<file path="config.mk">
export PLATFORM = sky130hd
export DESIGN_NAME = arp_tx_sched
export DESIGN_NICKNAME = d
export VERILOG_FILES = /design/src/rtl/arp_tx_sched.sv
export SDC_FILE = /design/constraint.sdc
export NUM_CORES = 1
export LEC_CHECK = 0
export CORE_AREA = 10 10 295 297
export DETAILED_ROUTE_END_ITERATION = 6
export DIE_AREA = 0 0 305 307
export HOLD_SLACK_MARGIN = 0.05
export SLEW_MARGIN = 15
export SYNTH_ARGS = -nofsm -noshare
export SYNTH_HDL_FRONTEND = slang
export SYNTH_SLANG_ARGS = --single-unit
</file>
<file path="constraint.sdc">
create_clock -name clk -period 14.9 [get_ports clk]
set_clock_uncertainty 0.1 [all_clocks]
set_input_delay 4.47 -clock clk [delete_from_list [all_inputs] [get_ports clk]]
set_output_delay 4.47 -clock clk [all_outputs]
set_load 0.01 [all_outputs]
</file>
<file path="src/rtl/arp_tx_sched.sv">
// ARP transmit scheduler: filters ARP requests for LOCAL_IP, queues reply targets, and sequences the framer.
// Optional ARP_GRATUITOUS_EN: issue one gratuitous ARP as the first grant after every reset.
module arp_tx_sched #(
    parameter logic [31:0] LOCAL_IP  = 32'hC0A80102,
    parameter logic [47:0] LOCAL_MAC = 48'h020000000001,
    parameter logic [15:0] TIMEOUT   = 16'd1000
) (
    input  logic         clk,
    input  logic         rst,
    input  logic         rx_valid,
    input  logic [511:0] rx_frame,
    input  logic         host_req,
    input  logic [31:0]  host_tip,
    output logic         host_ack,
    output logic         tx_start,
    output logic [15:0]  tx_oper,
    output logic [47:0]  tx_dst,
    output logic [47:0]  tx_sha,
    output logic [47:0]  tx_tha,
    output logic [31:0]  tx_tpa,
    input  logic         tx_busy,
    input  logic         tx_done,
    output logic         tx_timeout,
    output logic [15:0]  reply_cnt,
    output logic [15:0]  drop_cnt
);
    typedef enum logic [1:0] {IDLE, ISSUE, WAIT_DONE} state_t;
    typedef enum logic [1:0] {SRC_REPLY, SRC_HOST, SRC_GRAT} src_t;

    state_t      state, state_d;
    src_t        cur_src, grant_src;
    logic        grant, fire, retire, timed_out;
    logic        rr_host;
    logic [15:0] timer;
    logic        grat_pend;

    logic [79:0] q_mem [2];
    logic        q_rd, q_wr;
    logic [1:0]  q_cnt;
    logic        q_empty, q_full, push, pop, drop;
    logic        accept, host_pend;
    logic        unused_bits;

    assign unused_bits = ^{rx_frame[511:416], rx_frame[175:0]};

    assign accept = rx_valid
        && rx_frame[415:400] == 16'h0806 && rx_frame[399:384] == 16'h0001
        && rx_frame[383:368] == 16'h0800 && rx_frame[367:360] == 8'd6
        && rx_frame[359:352] == 8'd4     && rx_frame[351:336] == 16'h0001
        && rx_frame[207:176] == LOCAL_IP;

    assign q_empty = (q_cnt == 2'd0);
    assign q_full  = (q_cnt == 2'd2);
    // Host stays masked while its ack is out, so a held request is not granted twice.
    assign host_pend = host_req && !host_ack;
    assign pop  = retire && cur_src == SRC_REPLY;
    assign push = accept && (!q_full || pop);
    assign drop = accept && q_full && !pop;

    always_comb begin
        state_d   = state;
        grant     = 1'b0;
        grant_src = SRC_REPLY;
        fire      = 1'b0;
        retire    = 1'b0;
        timed_out = 1'b0;
        case (state)
            IDLE: begin
                if (!tx_busy) begin
                    if (grat_pend) begin
                        grant = 1'b1; grant_src = SRC_GRAT;
                    end else if (!q_empty && host_pend) begin
                        grant = 1'b1; grant_src = rr_host ? SRC_HOST : SRC_REPLY;
                    end else if (!q_empty) begin
                        grant = 1'b1; grant_src = SRC_REPLY;
                    end else if (host_pend) begin
                        grant = 1'b1; grant_src = SRC_HOST;
                    end
                end
                if (grant) state_d = ISSUE;
            end
            ISSUE: begin
                fire    = 1'b1;
                state_d = WAIT_DONE;
            end
            WAIT_DONE: begin
                if (tx_done) begin
                    retire = 1'b1;
                end else if (timer == TIMEOUT - 16'd1) begin
                    retire    = 1'b1;
                    timed_out = 1'b1;
                end
                if (retire) state_d = IDLE;
            end
            default: state_d = IDLE;
        endcase
    end

`ifdef ARP_GRATUITOUS_EN
    always_ff @(posedge clk) begin
        if (rst)                               grat_pend <= 1'b1;
        else if (grant && grant_src == SRC_GRAT) grat_pend <= 1'b0;
    end
`else
    assign grat_pend = 1'b0;
`endif

    always_ff @(posedge clk) begin
        if (push) q_mem[q_wr] <= {rx_frame[335:288], rx_frame[287:256]};
    end

    always_ff @(posedge clk) begin
        if (rst) begin
            state      <= IDLE;
            cur_src    <= SRC_REPLY;
            rr_host    <= 1'b0;
            timer      <= '0;
            q_rd       <= 1'b0;
            q_wr       <= 1'b0;
            q_cnt      <= '0;
            host_ack   <= 1'b0;
            tx_start   <= 1'b0;
            tx_timeout <= 1'b0;
            tx_oper    <= '0;
            tx_dst     <= '0;
            tx_sha     <= '0;
            tx_tha     <= '0;
            tx_tpa     <= '0;
            reply_cnt  <= '0;
            drop_cnt   <= '0;
        end else begin
            state      <= state_d;
            tx_start   <= fire;
            tx_timeout <= timed_out;
            host_ack   <= retire && cur_src == SRC_HOST;
            if (fire)                   timer <= '0;
            else if (state == WAIT_DONE) timer <= timer + 16'd1;

            if (grant) begin
                cur_src <= grant_src;
                tx_sha  <= LOCAL_MAC;
                case (grant_src)
                    SRC_REPLY: begin
                        tx_oper <= 16'd2;
                        tx_dst  <= q_mem[q_rd][79:32];
                        tx_tha  <= q_mem[q_rd][79:32];
                        tx_tpa  <= q_mem[q_rd][31:0];
                        rr_host <= 1'b1;
                    end
                    SRC_HOST: begin
                        tx_oper <= 16'd1;
                        tx_dst  <= '1;
                        tx_tha  <= '0;
                        tx_tpa  <= host_tip;
                        rr_host <= 1'b0;
                    end
                    default: begin
                        tx_oper <= 16'd1;
                        tx_dst  <= '1;
                        tx_tha  <= '0;
                        tx_tpa  <= LOCAL_IP;
                    end
                endcase
            end

            if (push) q_wr <= ~q_wr;
            if (pop)  q_rd <= ~q_rd;
            case ({push, pop})
                2'b10:   q_cnt <= q_cnt + 2'd1;
                2'b01:   q_cnt <= q_cnt - 2'd1;
                default: q_cnt <= q_cnt;
            endcase

            // A timed-out reply is retired but not counted as completed.
            if (pop && !timed_out && reply_cnt != 16'hFFFF) reply_cnt <= reply_cnt + 16'd1;
            if (drop && drop_cnt != 16'hFFFF)               drop_cnt  <= drop_cnt + 16'd1;
        end
    end
endmodule
</file>
==> summary.txt <==
status: finished, final reports clean
Final Max Slew Viols: 0
Initial Util: 17.0%
CP startpoint kind: input port
clock buffer depth: 3
DR DRC count: 0
R2R depth: 8
DR pass1 iterations: 4
Syn Inst Count: 1195
Hold WC Path Type: register to register
Slew @ Worst Pin: 1.10 ns
DRT iter0 DRCs: 517
Syn. warnings: 0
final wirelength: 52300 um
CP required: 14.99 ns
Synth Cell Area: 13800 um^2
Max-cap violations: 0
routed len/inst: 19.6 um
Sw Ratio: 24.4%
initial antenna violation count: 8
first-pass GRT wire length: 75300 um
peak supply drop: 0.0737 mV
die width: 305 um
Seq/Total Area, Yosys: 62.3%
largest net degree at the start of global routing: 98
crit path DAT: 7.92 ns
placed inst area: 18700 um^2
share of cells above drive strength 1: 6.61%
Synth async-reset ratio: 0%
post-route antenna net violation count: 0
clk slew on worst S/H paths: 0.06 ns
Pwr Density: 118 nW/um^2
Post-CTS Setup Bufs: 0
Root Buffer: clkbuf_16
I/O pin total: 777
Num CTS Buffers: 43
CTS tree: yes
Worst slew margin: 26.4%
design area: 20200 um^2
core area: 81300 um^2
number of synthesized flops with an enable pin: 160
Critical Path Fanout Max: 55
GRT Util Overall: 10.6%
nets@finish: 2122
vias in the first global route: 11400
Comb power frac: 10.7%
CP Capture Type: register
cts hold-fix bufs: 0
quantity of gates resized following cts: 0
Die ar.: 93600 um^2
Layout area overhead: 46.3%
Max Fclk: 128 MHz
# setup viols final: 0
Die H: 307 um
HPWL after DPL: 37000 um
Final GP Congestion: 0.819
Int Power: 1810 uW
H-tree depth: 2
PnR Total Power: 2390 uW
via count: 10800
later-pin clock latency in the skew report: 0.57 ns
Period minus WS final: 7.83 ns
hold path depth: 2
Final Hold Fails: 0
port buffer count: 396
unrepaired setup endpoints after global routing: false
share of power burned in registers: 43.9%
setup tns final: 0 ns
drt via density: 4.04
CTS sink count: 349
ys flop type: dfxtp_1
average footprint of a synthesized cell: 11.5 um^2
P_sw: 581 uW
Leakage: 0.00653 uW
Setup CP Type: input port to register
fin crit share: 52.5%
#FFs+latches synth: 349
GRT Residual Overflow: 0
Rows: 105
Clk network pwr share: 45.4%
library cells used by synthesis: 58
[worst max-delay path: stages]
cell and delay [ns]:
clkdlybuf4s50_1 0.47, nor4_1 0.39, nand4_1 0.21, nor4_4 0.58, nand2_2 0.24, nor3b_2 0.27
buf_4 0.43, buf_4 0.71
[cells in the mapped netlist (19+ instances only)]
cell type / n / area share (%)
a311oi_1: 49 / 3.1
mux2i_1: 82 / 5.9
nor3_1: 55 / 2.0
nand3_1: 19 / 0.69
nor2_1: 210 / 5.7
edfxtp_1: 160 / 35
nand2_1: 21 / 0.57
dfxtp_1: 189 / 27
a221oi_1: 32 / 2.0
buf_4: 62 / 3.4
a21oi_1: 69 / 2.5
clkbuf_1: 70 / 1.9
[per-layer routing]
metal	share of wire (%)	up-vias	global-route usage (%)
li1	-	5049	-
met1	41	5208	11.9
met2	46	444	17.6
met3	11	80	5.10
met4	2.0	14	2.90
met5	0.17	-	0
[power groups by stage]
stage / clock (uW) / sequential (uW) / combinational (uW)
floorplan: 0 / 1070 / 96.6
global route: 1160 / 1050 / 278
global placement: 0 / 1070 / 257
detailed placement: 0 / 1070 / 260
finish: 1080 / 1050 / 256
CTS: 1120 / 1050 / 261
[kinds of logic (layout without fill, tap and decap cells)]
family | Yosys count | count (layout) | share of synthesized area [%]
buffers and inverters | 146 | 496 | 5.77
adder cells (fa/ha/maj) | 3 | 3 | 0.272
other | 1 | 61 | 0.0272
XOR/XNOR | 28 | 28 | 1.78
multiplexers | 83 | 83 | 6.03
flip-flops | 349 | 349 | 62.3
AO/OA/AOI/OAI | 184 | 184 | 9.30
AND/OR/NAND/NOR | 401 | 401 | 14.6
[state kept, by name, summed over array words and instances (netlist names), named ones only]
register,flops
drop_cnt,16
host_ack,1
q_cnt,2
q_mem,160
q_rd,1
q_wr,1
reply_cnt,16
rr_host,1
state,2
timer,16
tx_dst,48
tx_oper,1
tx_sha,1
tx_start,1
tx_tha,48
tx_timeout,1
tx_tpa,32
[area by class of cell]
| cell class | count | area (um^2) |
|---|---|---|
| well taps | 1070 | 1340 |
| clock inverters | 27 | 322 |
| fillers | 8531 | 61100 |
| multi-input cells | 759 | 4670 |
| inverters | 8 | 30.0 |
| diodes | 1 | 2.50 |
| repair buffers | 408 | 4060 |
| clock buffers | 53 | 1160 |
| flip-flops and latches | 349 | 8590 |
[path summary, 6_finish.rpt]
kind / from / end / slack [ns]
setup / recovery: rx_frame[367] / q_mem[1][32] / 7.07
hold / removal: tx_tha[19] / tx_tha[19] / 0.39
setup reg to reg: timer[0] / q_mem[1][32] / 11.06
hold reg to reg: tx_tha[19] / tx_tha[19] / 0.39
[through the flow]
stage / instances / setup slack [ns] / util (%) / hold slack (ns)
6_report: 2675 / 7.07 / 24.8 / 0.385
5_1_grt: 2674 / 6.85 / 24.8 / 0.408
4_1_cts: 2674 / 6.97 / 24.8 / 0.389
3_5_place_dp: 2594 / 6.36 / 23.0 / 0.374
3_3_place_gp: 2594 / 6.39 / 23.0 / 0.371
2_1_floorplan: 1254 / 2.80 / - / 0.353
[cells in the final DEF (no fill, tap or decap), drive strengths merged, types with 22 or more instances in the layout]
master,Yosys,routed
edfxtp,160,160
dfxtp,189,189
nor2,210,210
a21oi,69,69
nand2,22,22
clkdlybuf4s50,0,395
nor3,55,55
conb,1,60
clkbuf,70,53
mux2i,82,82
a221oi,32,32
a311oi,49,49
No activity file was read; power rests on OpenSTA's default activity.
